===== src/rtl/hdp_spi_pkg.sv =====
// Shared definitions for the HDP-1280-2 SPI link: responder states, frame
// geometry and the RW flag encoding that the initiator side uses as well.
package hdp_spi_pkg;

  localparam int HDP_WORD_WIDTH = 8;
  localparam int FRAME_BITS     = 2 * HDP_WORD_WIDTH;
  localparam int RW_BIT         = HDP_WORD_WIDTH - 1;

  localparam logic RW_READ  = 1'b1;
  localparam logic RW_WRITE = 1'b0;

  typedef enum logic [2:0] {
    ST_IDLE,
    ST_ADDR,
    ST_DATA,
    ST_OVERRUN,
    ST_WAIT_CS
  } state_t;

endpackage


===== src/rtl/spi_sync_edge.sv =====
// Multi-stage synchronizer for one asynchronous pin, followed by an edge
// register that turns level changes into single-cycle rise/fall pulses.
module spi_sync_edge #(
  parameter int SYNC_STAGES = 2
) (
  input  logic clk,
  input  logic din,
  output logic level,
  output logic rise,
  output logic fall
);

  logic [SYNC_STAGES-1:0] sync_q;
  logic                   prev_q;

  // Deliberately not reset: the chain keeps tracking the pin during reset so
  // that releasing reset never manufactures a false edge.
  always_ff @(posedge clk) begin
    sync_q[0] <= din;
    for (int i = 1; i < SYNC_STAGES; i++) begin
      sync_q[i] <= sync_q[i-1];
    end
    prev_q <= sync_q[SYNC_STAGES-1];
  end

  assign level = sync_q[SYNC_STAGES-1];
  assign rise  = level & ~prev_q;
  assign fall  = ~level & prev_q;

endmodule


===== src/rtl/hdp_spi_responder.sv =====
// Mode-0 SPI responder for 16-bit HDP register frames: oversamples the pins,
// decodes the RW/address byte and drives a read/write strobe register port.
module hdp_spi_responder
  import hdp_spi_pkg::*;
#(
  parameter int WORD_WIDTH  = HDP_WORD_WIDTH,
  parameter int SYNC_STAGES = 2
) (
  input  logic                  sys_clk,
  input  logic                  reset,
  input  logic                  enable,
  input  logic                  SCLK,
  input  logic                  CS,
  input  logic                  MOSI,
  output logic                  MISO,
  output logic                  MISO_OE,
  input  logic [WORD_WIDTH-1:0] status_byte,
  output logic [WORD_WIDTH-2:0] reg_addr,
  output logic                  reg_rd_en,
  input  logic [WORD_WIDTH-1:0] reg_rd_data,
  output logic                  reg_wr_en,
  output logic [WORD_WIDTH-1:0] reg_wr_data,
  output logic                  busy,
  output logic                  frame_done,
  output logic                  frame_error,
  output state_t                state
);

  localparam logic [4:0] BYTE_CNT  = 5'(WORD_WIDTH);
  localparam logic [4:0] FRAME_CNT = 5'(2 * WORD_WIDTH);

  logic sclk_level_unused, sclk_rise, sclk_fall;
  logic cs_s, cs_rise, cs_fall;
  logic [SYNC_STAGES-1:0] mosi_q;
  logic mosi_s;

  logic [4:0]            bit_cnt;
  logic [WORD_WIDTH-1:0] rx_sr, tx_sr, rx_next;
  logic                  rw_flag, rd_load;

  spi_sync_edge #(.SYNC_STAGES(SYNC_STAGES)) u_sclk_sync (
    .clk(sys_clk), .din(SCLK), .level(sclk_level_unused), .rise(sclk_rise), .fall(sclk_fall)
  );

  spi_sync_edge #(.SYNC_STAGES(SYNC_STAGES)) u_cs_sync (
    .clk(sys_clk), .din(CS), .level(cs_s), .rise(cs_rise), .fall(cs_fall)
  );

  // MOSI gets the same depth as SCLK so a detected rise lines up with its bit.
  always_ff @(posedge sys_clk) begin
    mosi_q[0] <= MOSI;
    for (int i = 1; i < SYNC_STAGES; i++) begin
      mosi_q[i] <= mosi_q[i-1];
    end
  end

  assign mosi_s  = mosi_q[SYNC_STAGES-1];
  assign rx_next = {rx_sr[WORD_WIDTH-2:0], mosi_s};
  assign busy    = (state != ST_IDLE);

  always_ff @(posedge sys_clk) begin
    if (reset) begin
      state       <= ST_IDLE;
      bit_cnt     <= '0;
      rx_sr       <= '0;
      tx_sr       <= '0;
      rw_flag     <= RW_WRITE;
      rd_load     <= 1'b0;
      MISO        <= 1'b0;
      MISO_OE     <= 1'b0;
      reg_addr    <= '0;
      reg_rd_en   <= 1'b0;
      reg_wr_en   <= 1'b0;
      reg_wr_data <= '0;
      frame_done  <= 1'b0;
      frame_error <= 1'b0;
    end else begin
      reg_rd_en   <= 1'b0;
      reg_wr_en   <= 1'b0;
      frame_done  <= 1'b0;
      frame_error <= 1'b0;
      // The bank answers one cycle after the strobe; capture it then.
      rd_load     <= reg_rd_en;
      if (rd_load) tx_sr <= reg_rd_data;

      case (state)
        ST_IDLE: begin
          if (cs_fall && enable) begin
            state   <= ST_ADDR;
            bit_cnt <= '0;
            rx_sr   <= '0;
            tx_sr   <= {status_byte[WORD_WIDTH-2:0], 1'b0};
            MISO    <= status_byte[WORD_WIDTH-1];
            MISO_OE <= 1'b1;
          end else if (!cs_s) begin
            // Covers CS fall with enable low and CS already low out of reset.
            state <= ST_WAIT_CS;
          end
        end

        ST_ADDR, ST_DATA: begin
          if (cs_rise) begin
            state       <= ST_IDLE;
            frame_error <= 1'b1;
            MISO        <= 1'b0;
            MISO_OE     <= 1'b0;
          end else if (sclk_rise) begin
            rx_sr   <= rx_next;
            bit_cnt <= bit_cnt + 5'd1;
            if (state == ST_ADDR && (bit_cnt + 5'd1) == BYTE_CNT) begin
              state    <= ST_DATA;
              reg_addr <= rx_next[WORD_WIDTH-2:0];
              rw_flag  <= rx_next[WORD_WIDTH-1];
              if (rx_next[WORD_WIDTH-1] == RW_READ) reg_rd_en <= 1'b1;
              else                                  tx_sr     <= '0;
            end else if ((bit_cnt + 5'd1) == FRAME_CNT) begin
              state <= ST_OVERRUN;
              MISO  <= 1'b0;
            end
          end else if (sclk_fall) begin
            MISO  <= tx_sr[WORD_WIDTH-1];
            tx_sr <= {tx_sr[WORD_WIDTH-2:0], 1'b0};
          end
        end

        ST_OVERRUN: begin
          if (cs_rise) begin
            state      <= ST_IDLE;
            frame_done <= 1'b1;
            MISO       <= 1'b0;
            MISO_OE    <= 1'b0;
            if (bit_cnt == FRAME_CNT && rw_flag == RW_WRITE) begin
              reg_wr_en   <= 1'b1;
              reg_wr_data <= rx_sr;
            end
          end
        end

        ST_WAIT_CS: begin
          if (cs_rise) state <= ST_IDLE;
        end

        default: state <= ST_IDLE;
      endcase
    end
  end

endmodule


===== config.mk =====
export PLATFORM = sky130hd
export DESIGN_NAME = hdp_spi_responder
export DESIGN_NICKNAME = d
export VERILOG_FILES = /design/src/rtl/hdp_spi_pkg.sv /design/src/rtl/spi_sync_edge.sv /design/src/rtl/hdp_spi_responder.sv
export SDC_FILE = /design/constraint.sdc
export NUM_CORES = 1
export LEC_CHECK = 0
export ABC_AREA = 1
export BUFFER_PORTS_ARGS = -buffer_cell sky130_fd_sc_hd__buf_2
export CAP_MARGIN = 0
export CORE_MARGIN = 2
export CORE_UTILIZATION = 35
export CTS_CLUSTER_DIAMETER = 40
export DETAILED_ROUTE_END_ITERATION = 10
export HOLD_SLACK_MARGIN = 0.06
export SETUP_SLACK_MARGIN = 0.02
export SYNTH_ARGS = -nofsm -noshare
export SYNTH_HDL_FRONTEND = slang
export SYNTH_SLANG_ARGS = --single-unit

===== constraint.sdc =====
create_clock -name sys_clk -period 5 [get_ports sys_clk]
set_input_delay 0.5 -clock sys_clk [delete_from_list [all_inputs] [get_ports sys_clk]]
set_output_delay 0.5 -clock sys_clk [all_outputs]
set_load 0.01 [all_outputs]

==> key figures <==
Outcome
  – Status: completed

Power
  – Internal: 804 uW
  – LEAKAGE: 1.35 nW
  – Pwr dens: 488 nW/um2
  – Worst-case vdd ir drop: 228 uV
  – Psw: 675 uW
  – Gate power share: 43.8%
  – Sequential Power Share: 38.3%
  – Switching part of the total: 45.7%
  – Clock group share of total power: 17.9%

Drt
  – Drt first pass iters: 4
  – Routed WL per cell: 13.0 um
  – DRC: 0
  – DR iter-0 viols: 179
  – Final antenna-violating net count: 0
  – Total wire length: 6470 um
  – Via/cell ratio: 4.99
  – Detailed-route via count: 2487

Synth
  – Synthesis-stage register bit count: 55
  – Synth unique cells: 36
  – Post-synth design cell area: 2650 um2
  – Leading area contributor after synthesis: dfxtp_1
  – Area share of the largest cell type after synthesis: 41.5%
  – Mapped Avg Cell Area: 7.41 um2
  – Top post-synthesis cells by area: dfxtp_1 (41%), nand2_1 (8.8%), o21ai_0 (7.5%)
  – Synth Warn #: 0
  – Register area share after synthesis: 41.5%
  – EDFF count, synth: 0
  – Syn nets: 385
  – Synth Flop Type: dfxtp_1
  – Cells after Synth: 358
  – Asr flop ratio synth: 0%

Worst setup path
  – Crit end category: flop
  – Worst path cell trace: ha_1 > inv_1 > nand2_1 > nand3_1 > nor2_2 > nand4_2 > nand2_1 > o21ai_2 > nand2_1 > a21oi_1
  – Largest stage delay on the critical path: 0.47 ns
  – R2r setup slk: 2.94 ns
  – Critical R2R Launch: bit_cnt[1]
  – CP bufs+invs: 1
  – Critical path depth in cells: 10
  – Setup CP Type: reg2reg
  – Worst Setup Start Kind: flop
  – Worst Reg-to-Reg Cells: 10
  – CP dominant cell by count: nand2_1
  – Critical path peak fanout: 19
  – Crit Reg-Reg Endpoint: tx_sr[6]
  – Critical Path AT: 2.27 ns
  – CP required: 5.21 ns
  – CP top delay family: simple AND/OR/NAND/NOR gates
  – CP max-delay cell: dfxtp_1

Clock network
  – Post-CTS setup repair buffer count: 0
  – Root buf cell: clkbuf_8
  – CTS tree: done
  – Resized cells post-CTS: 0
  – Deepest clock path buffer count: 2
  – Clk Latency, worst-skew pair: 0.32 ns
  – CTS Sinks: 55
  – Total CTS buffers: 5
  – Hold buffer count at cts: 0
  – Reg clk slew, reported paths: 0.12 ns
  – H-tree Lvls: 2

Floorplanning
  – Die area: 8290 um2
  – I/O pin count: 47
  – Cell Rows: 31
  – Initial core utilization: 36.4%
  – Die H: 91.1 um
  – Core area: 7290 um2
  – Die Wd: 91.1 um

STA
  – Final hold vios: 0
  – Unrepaired setup endpoints after global routing: false
  – Least-Margin Pin Slew: 0.812 ns
  – Fin crit period: 2.06 ns
  – Final setup viols: 0
  – Max-slew violations: 0
  – Clock skew: 0.0137 ns
  – Final period util: 41.2%
  – Setup_tns: 0 ns
  – Slew HR: 45.8%
  – Fmax: 485 MHz

Worst hold path
  – Hold Crit Endpoint: mosi_q[0]
  – Hold_sp: MOSI
  – WHS Path Cells: 1
  – Worst hold path type: in2reg

Cells and area
  – NumNets Final: 425
  – Non-Filler Instances: 498
  – Area grow syn2layout: 14.2%
  – Area occupied by multi-input gates: 1330 um2
  – FILL cells: 797
  – Diode count: 0
  – Share of cells above drive strength 1: 23.1%
  – Storage element area: 1100 um2

Place
  – GP Congestion: 0.859
  – HPWL Detailed: 4490 um
  – Dpl cells: 490
  – I/O Buffers: 46

GRT
  – Initial antenna violation count: 0
  – Vias in the first global route: 2422
  – Grt total ovfl: 0
  – First-pass GRT wire length: 11400 um
  – Gr usage total: 16.4%
  – Largest net degree at the start of global routing: 32

Flow run
  – Max_cap viols: 0
[cell families after synthesis]
group	Yosys count	share of synthesized area (%)
and+or+nand+nor	156	28.2
AOI/OAI and AO/OA	90	19.4
DFF	55	41.5
buffers and inverters	52	8.53
adders and majority gates	5	2.36
[layer usage]
metal / GRT usage, % / wire (um) / part of all wire [%]
met5: 0 / 0 / 0
met4: 4.17 / 78 / 1.2
met3: 3.40 / 364 / 5.6
met2: 25.5 / 2820 / 44
met1: 23.3 / 3210 / 50
[layout make-up]
class                   instances  share of cell area (%)
multi-input cells             251                    43.8
inverters                      39                    5.08
well taps                      99                    4.09
flip-flops and latches         55                    36.3
clock buffers                   5                    2.27
clock inverters                 3                   0.867
repair buffers                 46                    7.60
[power by group through the flow]
stage               clock network (mW)  logic, mW  registers (mW)
floorplan                            0      0.540           0.559
global placement                     0      0.639           0.574
detailed placement                   0      0.642           0.574
CTS                              0.272      0.646           0.565
global route                     0.290      0.730           0.576
finish                           0.265      0.649           0.566
[worst max path at each step]
stage / startpoint / endpoint / slack, ns
2_1_floorplan: bit_cnt[1] / reg_addr[0] / 3.36
3_3_place_gp: bit_cnt[1] / tx_sr[0] / 2.99
3_5_place_dp: bit_cnt[1] / tx_sr[2] / 2.95
4_1_cts: bit_cnt[1] / tx_sr[2] / 2.93
5_1_grt: bit_cnt[1] / tx_sr[1] / 2.66
6_report: bit_cnt[1] / tx_sr[6] / 2.94
[cell usage in the layout (no fill, tap or decap), drive strengths merged]
master	n
nand2	69
dfxtp	55
buf	46
o21ai	42
inv	41
a21oi	40
nor2	39
nand3	28
nand4	9
or2	6
ha	5
clkbuf	5
nor3	3
o211ai	2
nor4	1
nand3b	1
o21a	1
a31oi	1
a31o	1
o21bai	1
a21o	1
a211oi	1
clkinv	1
[cell usage after synthesis, types with 2 or more instances]
master    instances
nand2_1          62
dfxtp_1          55
o21ai_0          40
nor2_1           34
inv_1            33
a21oi_1          32
nand3_1          28
a21oi_2           8
nand4_1           8
nand2_2           6
or2_2             6
ha_1              5
buf_1             4
clkbuf_1          4
inv_2             4
nor3_1            3
buf_4             2
buf_6             2
nor2_2            2
nor2_4            2
o211ai_1          2
o21ai_2           2
[through the flow]
step	power (mW)	hold slack (ns)	util, %	area (um2)	worst slack [ns]
floorplan	1.10	0.310	-	2650	3.36
global placement	1.21	0.312	40.3	2940	2.99
detailed placement	1.22	0.314	40.3	2940	2.95
CTS	1.48	0.265	41.6	3030	2.93
global route	1.60	0.255	41.6	3030	2.66
finish	1.48	0.271	41.6	3030	2.94
[state kept, by name, indices dropped and copies added (netlist names)]
name                count
reg_wr_data             8
rx_sr                   8
tx_sr                   8
reg_addr                7
bit_cnt                 5
state                   3
mosi_q                  2
u_cs_sync.sync_q        2
u_sclk_sync.sync_q      2
MISO                    1
MISO_OE                 1
frame_done              1
frame_error             1
rd_load                 1
reg_rd_en               1
reg_wr_en               1
rw_flag                 1
u_cs_sync.prev_q        1
u_sclk_sync.prev_q      1
Note: power is estimated with default switching activity, not from simulation.
